--- config.mk ---
export PLATFORM = sky130hd
export DESIGN_NAME = demux_reg
export DESIGN_NICKNAME = d
export VERILOG_FILES = /design/src/rtl/demux_reg.sv
export SDC_FILE = /design/constraint.sdc
export NUM_CORES = 1
export LEC_CHECK = 0
export BUFFER_PORTS_ARGS = -buffer_cell sky130_fd_sc_hd__buf_2
export CAP_MARGIN = 20
export CORE_MARGIN = 1
export CORE_UTILIZATION = 41
export CTS_CLUSTER_DIAMETER = 50
export CTS_CLUSTER_SIZE = 28
export DETAILED_ROUTE_END_ITERATION = 10
export PLACE_DENSITY = 0.77
export SYNTH_ARGS = -nofsm -noshare
export SYNTH_HDL_FRONTEND = slang
export SYNTH_SLANG_ARGS = --single-unit
--- constraint.sdc ---
create_clock -name clk -period 1.2 [get_ports clk]
set_input_delay 0.06 -clock clk [delete_from_list [all_inputs] [get_ports clk]]
set_output_delay 0.06 -clock clk [all_outputs]
set_load 0.03 [all_outputs]
--- src/rtl/demux_reg.sv ---
// demux_reg: registered 1-to-2 stream demultiplexer with valid/ready handshakes.
// Each input word is steered by `sel` into one of two one-entry output slots.
// Each slot drains independently, and a slot may drain and refill in the same cycle.
// Optional feature macro: DEMUX_REG_CNT_EN builds the per-channel delivery counters;
// without it, cnt0/cnt1 are tied to zero.
module demux_reg #(
  parameter int unsigned WIDTH = 5,
  parameter int unsigned CNT_W = 8
) (
  input  logic             clk,
  input  logic             rst,
  input  logic             in_valid,
  output logic             in_ready,
  input  logic             sel,
  input  logic [WIDTH-1:0] in_data,
  output logic             out0_valid,
  input  logic             out0_ready,
  output logic [WIDTH-1:0] out0_data,
  output logic             out1_valid,
  input  logic             out1_ready,
  output logic [WIDTH-1:0] out1_data,
  output logic [CNT_W-1:0] cnt0,
  output logic [CNT_W-1:0] cnt1
);

  logic drain0;
  logic drain1;
  logic accept0;
  logic accept1;

  // Ready is driven by the selected slot only and never looks at in_valid.
  always_comb begin
    in_ready = sel ? (~out1_valid | out1_ready) : (~out0_valid | out0_ready);
    drain0   = out0_valid & out0_ready;
    drain1   = out1_valid & out1_ready;
    accept0  = in_valid & in_ready & ~sel;
    accept1  = in_valid & in_ready &  sel;
  end

  // Channel 0 slot: an accept (re)loads it, and a drain with no refill empties it.
  always_ff @(posedge clk) begin
    if (rst) begin
      out0_valid <= 1'b0;
      out0_data  <= '0;
    end else if (accept0) begin
      out0_valid <= 1'b1;
      out0_data  <= in_data;
    end else if (drain0) begin
      out0_valid <= 1'b0;
    end
  end

  // Channel 1 slot: same behaviour as channel 0.
  always_ff @(posedge clk) begin
    if (rst) begin
      out1_valid <= 1'b0;
      out1_data  <= '0;
    end else if (accept1) begin
      out1_valid <= 1'b1;
      out1_data  <= in_data;
    end else if (drain1) begin
      out1_valid <= 1'b0;
    end
  end

`ifdef DEMUX_REG_CNT_EN
  // Delivery counters: each counts its own channel's output handshakes and wraps naturally.
  always_ff @(posedge clk) begin
    if (rst) begin
      cnt0 <= '0;
      cnt1 <= '0;
    end else begin
      if (drain0) cnt0 <= cnt0 + 1'b1;
      if (drain1) cnt1 <= cnt1 + 1'b1;
    end
  end
`else
  // No counters are built in this configuration.
  always_comb begin
    cnt0 = '0;
    cnt1 = '0;
  end
`endif

endmodule
==> metrics, run 1 <==
status=complete, no violations; HPWL Detailed=~760 um; pin count of the biggest net entering global routing=18; cts hold-fix bufs=0; Initial Utilization=46.8%; clock-pin transition on the worst setup and hold timing paths=0.07 ns; DRT antenna net count=0; Die W=41.7 um; CTS root buf=clkbuf_4; drt wl/cell=approximately 9.2 um; CTS tree=yes; CTS Buffer Depth=2; Leakage=0.391 nW; standard-cell row count=13; clock power share=between 20% and 30%; register bit total from synthesis=12; routability cong.=0.680; Final min period=around 1.1 ns; area delta synth->final=14.5%; crit start category=register; crit share post-route=between 90% and 100%; global-route wire length before repair=between 1500 and 2000 um; DRT Pass-1 Iters=3; Mapped Cells=65; Residual DRC=0; fraction of layout cells with a size suffix above 1=36.0%; mean post-synth cell area=9.95 um2; post-synth cell types=14; skew final=0.00331 ns; Clock Sinks=12; routed vias=between 400 and 500; TNS Setup=0 ns; die footprint=1740 um2; crit end category=output port; Tot Pwr=between 0.0008 and 0.0009 W; Comb pwr share=24.4%; Port Buffers=23; RSZ-0062 raised after global routing=false; Hold WS=between 0.07 and 0.08 ns; Vias/cell=4.29; count of final setup violators=0; Post-layout nets=roughly 100; HP Class=input port to register; # diodes=0; initial drt markers=5; All-Layer GR Usage=roughly 12%; Critical Path RT=approximately 1.1 ns; most common cell after layout, fill and taps aside=buf_2; worst path arrival time=between 1 and 1.5 ns; Ys Warns=0; design area=about 740 um2; # Max-Cap Violations=0; Max VDD drop=742 uV; crit-path max FO=4; internal power=about 0.0006 W; I/O pins=40; most frequent cells in the layout=buf_2 (22), nand2b_1 (16), conb_1 (16), mux2i_1 (10), dfxtp_1 (10); sequential area share after synthesis=a little under two fifths; Final Hold Viols=0; core area=roughly 1400 um2; Power Density=around 1200 nW/um2; CP Class=register to output port; CTS buffer count=3; Mapped Area=around 650 um2; Seq pwr share=around half; Final Max Tran Viols=0; pre-CTS setup slack=between 0.2 and 0.3 ns; placed inst area=roughly 700 um2; CTS H-tree lvls=1; initial antenna violation count=0; vias in the first global route=382; Switching Fraction=about a third; die height=about 42 um; final worst slack=between 0.05 and 0.06 ns; Clk Latency, worst-skew pair=about 0.27 ns; Achievable Freq=between 0.8 and 0.9 GHz; Total Routed Length=roughly 950 um; Switching Power=0.000289 W; grt ovf=0
[Yosys cell counts]
library cell | instances | area [um2]
nand2b_1 | 16 | 100
conb_1 | 1 | 3.75
clkbuf_1 | 1 | 3.75
mux2_2 | 1 | 11.3
nand3_1 | 1 | 5.00
buf_6 | 1 | 11.3
a21oi_1 | 2 | 10.0
nand2b_4 | 1 | 13.8
mux2i_1 | 10 | 100
and3_4 | 1 | 11.3
and3b_1 | 1 | 8.76
buf_4 | 16 | 120
dfxtp_1 | 12 | 240
nand3b_1 | 1 | 7.51
[critical path, cell delays in order (launching register included)]
cell      delay, ns
dfxtp_2        0.35
nand2b_4       0.06
mux2_2         0.27
buf_6          0.14
[flip-flops by register name, summed over array words and instances (netlist names)]
name,flops
out1_data,5
out0_valid,1
out0_data,5
out1_valid,1
[layer usage]
layer,GRT usage [%],wire length [um],vias to the layer above
li1,-,-,226
met4,1.94,0,0
met1,14.8,411,195
met5,0,0,-
met2,18.1,471,25
met3,7.83,72,0
[what timing repair did]
action / in CTS / in global routing
endpoints found under the hold margin: 0 / 0
endpoints found under the setup margin: 1 / 1
gates resized for setup: 2 / 2
buffers inserted: 1 / 0
[path summary, 6_finish.rpt]
path / to / slack [ns] / startpoint / depth (start not counted)
hold reg to reg: out1_data[0] / 0.47 / out1_data[0] / 2
setup reg to reg: out0_data[4] / 0.17 / out0_valid / 4
setup / recovery: in_ready / 0.05 / out1_valid / 3
hold / removal: out0_data[0] / 0.07 / in_data[0] / 3
[per-stage QoR]
| stage | std cells | utilization [%] |
|---|---|---|
| floorplan | 80 | - |
| global placement | 100 | 50.8 |
| detailed placement | 100 | 50.8 |
| CTS | 104 | 53.2 |
| global route | 104 | 53.6 |
| finish | 104 | 53.6 |
[power groups by stage]
stage                     clock network (W)  logic [W]  registers [W]
final                              0.000242   0.000217       0.000431
after global routing               0.000279   0.000232       0.000434
after CTS                          0.000248   0.000218       0.000431
after detailed placement                  0   0.000215       0.000439
after global placement                    0   0.000213       0.000439
after floorplan                           0   0.000168       0.000482
[kinds of logic after synthesis]
group                  count (synthesis)  share of synthesized area (%)
AOI/OAI and AO/OA                      2                           1.55
DFF                                   12                           37.1
muxes                                 11                           17.2
and+or+nand+nor                       21                           22.6
other                                  1                          0.580
buffers and inverters                 18                           20.9
[cell type report]
class / count / area, um2
well taps: 15 / 18.8
multi-input cells: 50 / 328
repair buffers: 24 / 129
fillers: 123 / 642
clock buffers: 3 / 22.5
flip-flops and latches: 12 / 243
Power figures use the tool's default switching activity.
==> inputs of run 2 (changes only) <==
ABC_AREA = 1   (was unset)
CORE_UTILIZATION = 43   (was 41)
MAX_ROUTING_LAYER = met4   (was unset)
RECOVER_POWER = 25   (was unset)
==> run 2 against run 1 <==
Compared with the run above:
- non-clock buffer count is the same
- sequential power up 2%
- synthesized cell count increased by 74%
- worst hold slack improved by 0.062 ns
- critical endpoint unchanged
- sequential share of layout area fell by 4.5 points
- clock-buffer cell count up 1
- critical path depth increased by 1
- largest cell class unchanged
- fmax increased by 5.1%
- register-to-register slack improved by 0.12 ns
- sequential cell count stayed put
- die area increased by 10%
==> metrics, run 2 <==
Total Routed Length=1210 um (was 954 um); Max VDD drop=887 uV (was 742 uV); crit start category=register (unchanged); count of final setup violators=0 (unchanged); Clock Sinks=12 (unchanged); # Max-Cap Violations=0 (unchanged); Hold WS=0.133 ns (was 0.0710 ns); most common cell after layout, fill and taps aside=inv_1 (was buf_2); final worst slack=0.107 ns (was 0.0515 ns); # diodes=0 (unchanged); Clk Latency, worst-skew pair=0.27 ns (about the same); HPWL Detailed=906 um (was 759 um); Post-layout nets=149 (was 102); hold path depth=5 (was 3); routability cong.=0.764 (was 0.680); share of the synthesized area in the top cell type=31.9% (was 37.1%); Hold Path Sink=out0_data[1] (was out0_data[0]); FF-to-FF setup slack=0.29 ns (was 0.17 ns); crit share post-route=91.1% (was 95.7%); mean post-synth cell area=6.67 um2 (was 9.95 um2); Power Density=1220 nW/um2 (was 1200 nW/um2); pre-CTS setup slack=0.273 ns (was 0.260 ns); Ys Warns=0 (unchanged); Final Hold Viols=0 (unchanged); CTS H-tree lvls=1 (unchanged); CTS root buf=clkbuf_4 (unchanged); initial antenna violation count=0 (unchanged); area delta synth->final=13.0% (was 14.5%); All-Layer GR Usage=14.8% (was 12.1%); crit end category=output port (unchanged); Final min period=1.09 ns (was 1.15 ns); HP Class=input port to register (unchanged); DRT antenna net count=0 (unchanged); asr flop ratio synth=0% (unchanged); Vias/cell=4.14 (was 4.29); Leakage=0.532 nW (was 0.391 nW); top post-synthesis cells by area=dfxtp_1 (32%), buf_4 (16%), inv_1 (15%) (was dfxtp_1 (37%), buf_4 (19%), mux2i_1 (15%)); register bit total from synthesis=12 (unchanged); Comb pwr share=27.0% (was 24.4%); hold_sp=in_data[1] (was in_data[0]); Critical R2R Capture=out0_valid (was out0_data[4]); clock power share=30.5% (was 27.2%); Initial Utilization=47.8% (was 46.8%); crit-path cells=nand2_4 > nor2_1 > a31oi_2 > buf_6 (was nand2b_4 > mux2_2 > buf_6); Seq pwr share=42.5% (was 48.4%); CTS Buffer Depth=2 (unchanged); drt wl/cell=7.89 um (was 9.17 um); internal power=0.000678 W (was 0.000600 W); design area=851 um2 (was 741 um2); Worst path slowest cell=dfxtp_1 (was dfxtp_2); Residual DRC=0 (unchanged); Largest regs=out0_data x5, out1_data x5 (unchanged); Critical Path RT=1.14 ns (about the same); Achievable Freq=0.915 GHz (was 0.871 GHz); crit-path max FO=4 (unchanged); initial drt markers=21 (was 5); Mapped Area=753 um2 (was 647 um2); vias in the first global route=492 (was 382); clock-pin transition on the worst setup and hold timing paths=0.08 ns (was 0.07 ns); Port Buffers=23 (unchanged); global-route wire length before repair=2030 um (was 1600 um); RSZ-0062 raised after global routing=false (unchanged); die footprint=1920 um2 (was 1740 um2); routed vias=633 (was 446); pin count of the biggest net entering global routing=13 (was 18); Commonest cells post-synth=inv_1 (30), nand2_1 (24), buf_4 (16), dfxtp_1 (12), nor2_1 (11) (was buf_4 (16), nand2b_1 (16), dfxtp_1 (12), mux2i_1 (10), a21oi_1 (2)); CTS tree=yes (unchanged); post-synth cell types=14 (unchanged); skew final=0.00283 ns (was 0.00331 ns); CP Class=register to output port (unchanged); Switching Fraction=34.5% (was 32.5%); Cells after DPL=148 (was 100); standard-cell row count=14 (was 13); CP max stage delay=0.33 ns (was 0.35 ns); grt ovf=0 (unchanged); CTS buffer count=3 (unchanged); Final Max Tran Viols=0 (unchanged); DRT Pass-1 Iters=6 (was 3); Post-synth EDFFs=0 (unchanged); worst-case reg-to-reg path depth=6 (was 4); Crit Reg-Reg Startpoint=out0_valid (unchanged); TNS Setup=0 ns (unchanged); worst path arrival time=1.03 ns (was 1.09 ns); I/O pins=40 (unchanged); core area=1580 um2 (was 1380 um2); status=complete, no violations (unchanged); fraction of layout cells with a size suffix above 1=20.4% (was 36.0%); Mapped Cells=113 (was 65); cts hold-fix bufs=0 (unchanged); Die W=43.9 um (was 41.7 um); Switching Power=0.000358 W (was 0.000289 W); most frequent cell after synthesis=inv_1; die height=43.9 um (was 41.7 um); non-filler instance count after layout=153 (was 104); top_reg_cell synth=dfxtp_1 (unchanged); Yosys top cell by area=dfxtp_1 (unchanged); placed inst area=803 um2 (was 702 um2); sequential area share after synthesis=31.9% (was 37.1%); most frequent cells in the layout=inv_1 (30), nand2_1 (24), conb_1 (16), buf_2 (16), dfxtp_1 (12) (was buf_2 (22), nand2b_1 (16), conb_1 (16), mux2i_1 (10), dfxtp_1 (10))
[run 2: changes by cell type after synthesis, sizes merged, moves of 2 or more]
cell	before	now
buf	17	19
nand4	0	10
mux2i	10	0
a21oi	2	0
inv	0	31
nand2	0	26
nand2b	17	0
nor2	0	11
[run 2: cells by family after synthesis]
| family | synth area share, % |
|---|---|
| DFF | 31.9 |
| other | 0.498 |
| AOI/OAI and AO/OA | 0.831 |
| and+or+nand+nor | 31.1 |
| buffers and inverters | 35.7 |
[run 2: what timing repair did]
item                                   in CTS  in global routing
gates resized for setup                     2                  1
pin swaps                                   0                  1
endpoints found under the hold margin       0                  0
setup endpoints to repair                   1                  1
buffers inserted                            0                  1
cloned                                      0                  0
[run 2: per-layer routing]
metal  share of wire [%]  track usage (%)
met1                  44             17.4
met2                  49             22.4
met3                 6.6             4.17
met4                0.41             8.48
met5                   0                -
[run 2: per-stage QoR]
stage | utilization (%) | power [W]
final | 54.0 | 0.00104
after global routing | 54.0 | 0.00111
after CTS | 53.7 | 0.00105
after detailed placement | 51.0 | 0.000726
after global placement | 51.0 | 0.000723
after floorplan | - | 0.000716
[run 2: how the worst max path moves through the flow]
stage,start,end,depth (start not counted)
floorplan,out0_valid,in_ready,3
detailed placement,out0_valid,in_ready,4
global placement,out0_valid,in_ready,4
finish,out0_valid,in_ready,4
CTS,out0_valid,in_ready,4
global route,out0_valid,in_ready,4
[run 2: area by class of cell]
| cell class | count | area, um2 |
|---|---|---|
| inverters | 31 | 121 |
| flip-flops and latches | 12 | 240 |
| well taps | 16 | 20.0 |
| clock buffers | 4 | 36.3 |
| repair buffers | 24 | 121 |
| fillers | 162 | 726 |
| multi-input cells | 66 | 312 |
[run 2: power groups by stage]
| stage | Clock (W) | Combinational (W) | Sequential, W |
|---|---|---|---|
| 2_1_floorplan | 0 | 0.000213 | 0.000503 |
| 3_3_place_gp | 0 | 0.000277 | 0.000447 |
| 3_5_place_dp | 0 | 0.000279 | 0.000448 |
| 4_1_cts | 0.000330 | 0.000282 | 0.000440 |
| 5_1_grt | 0.000358 | 0.000309 | 0.000444 |
| 6_report | 0.000316 | 0.000280 | 0.000440 |
[run 2: worst max-delay path: cells and delay by family, from the launching register on]
family	cells	cell delay (ns)
simple gates	2	0.12
flops	1	0.33
buf+inv	1	0.15
compound gates	1	0.16
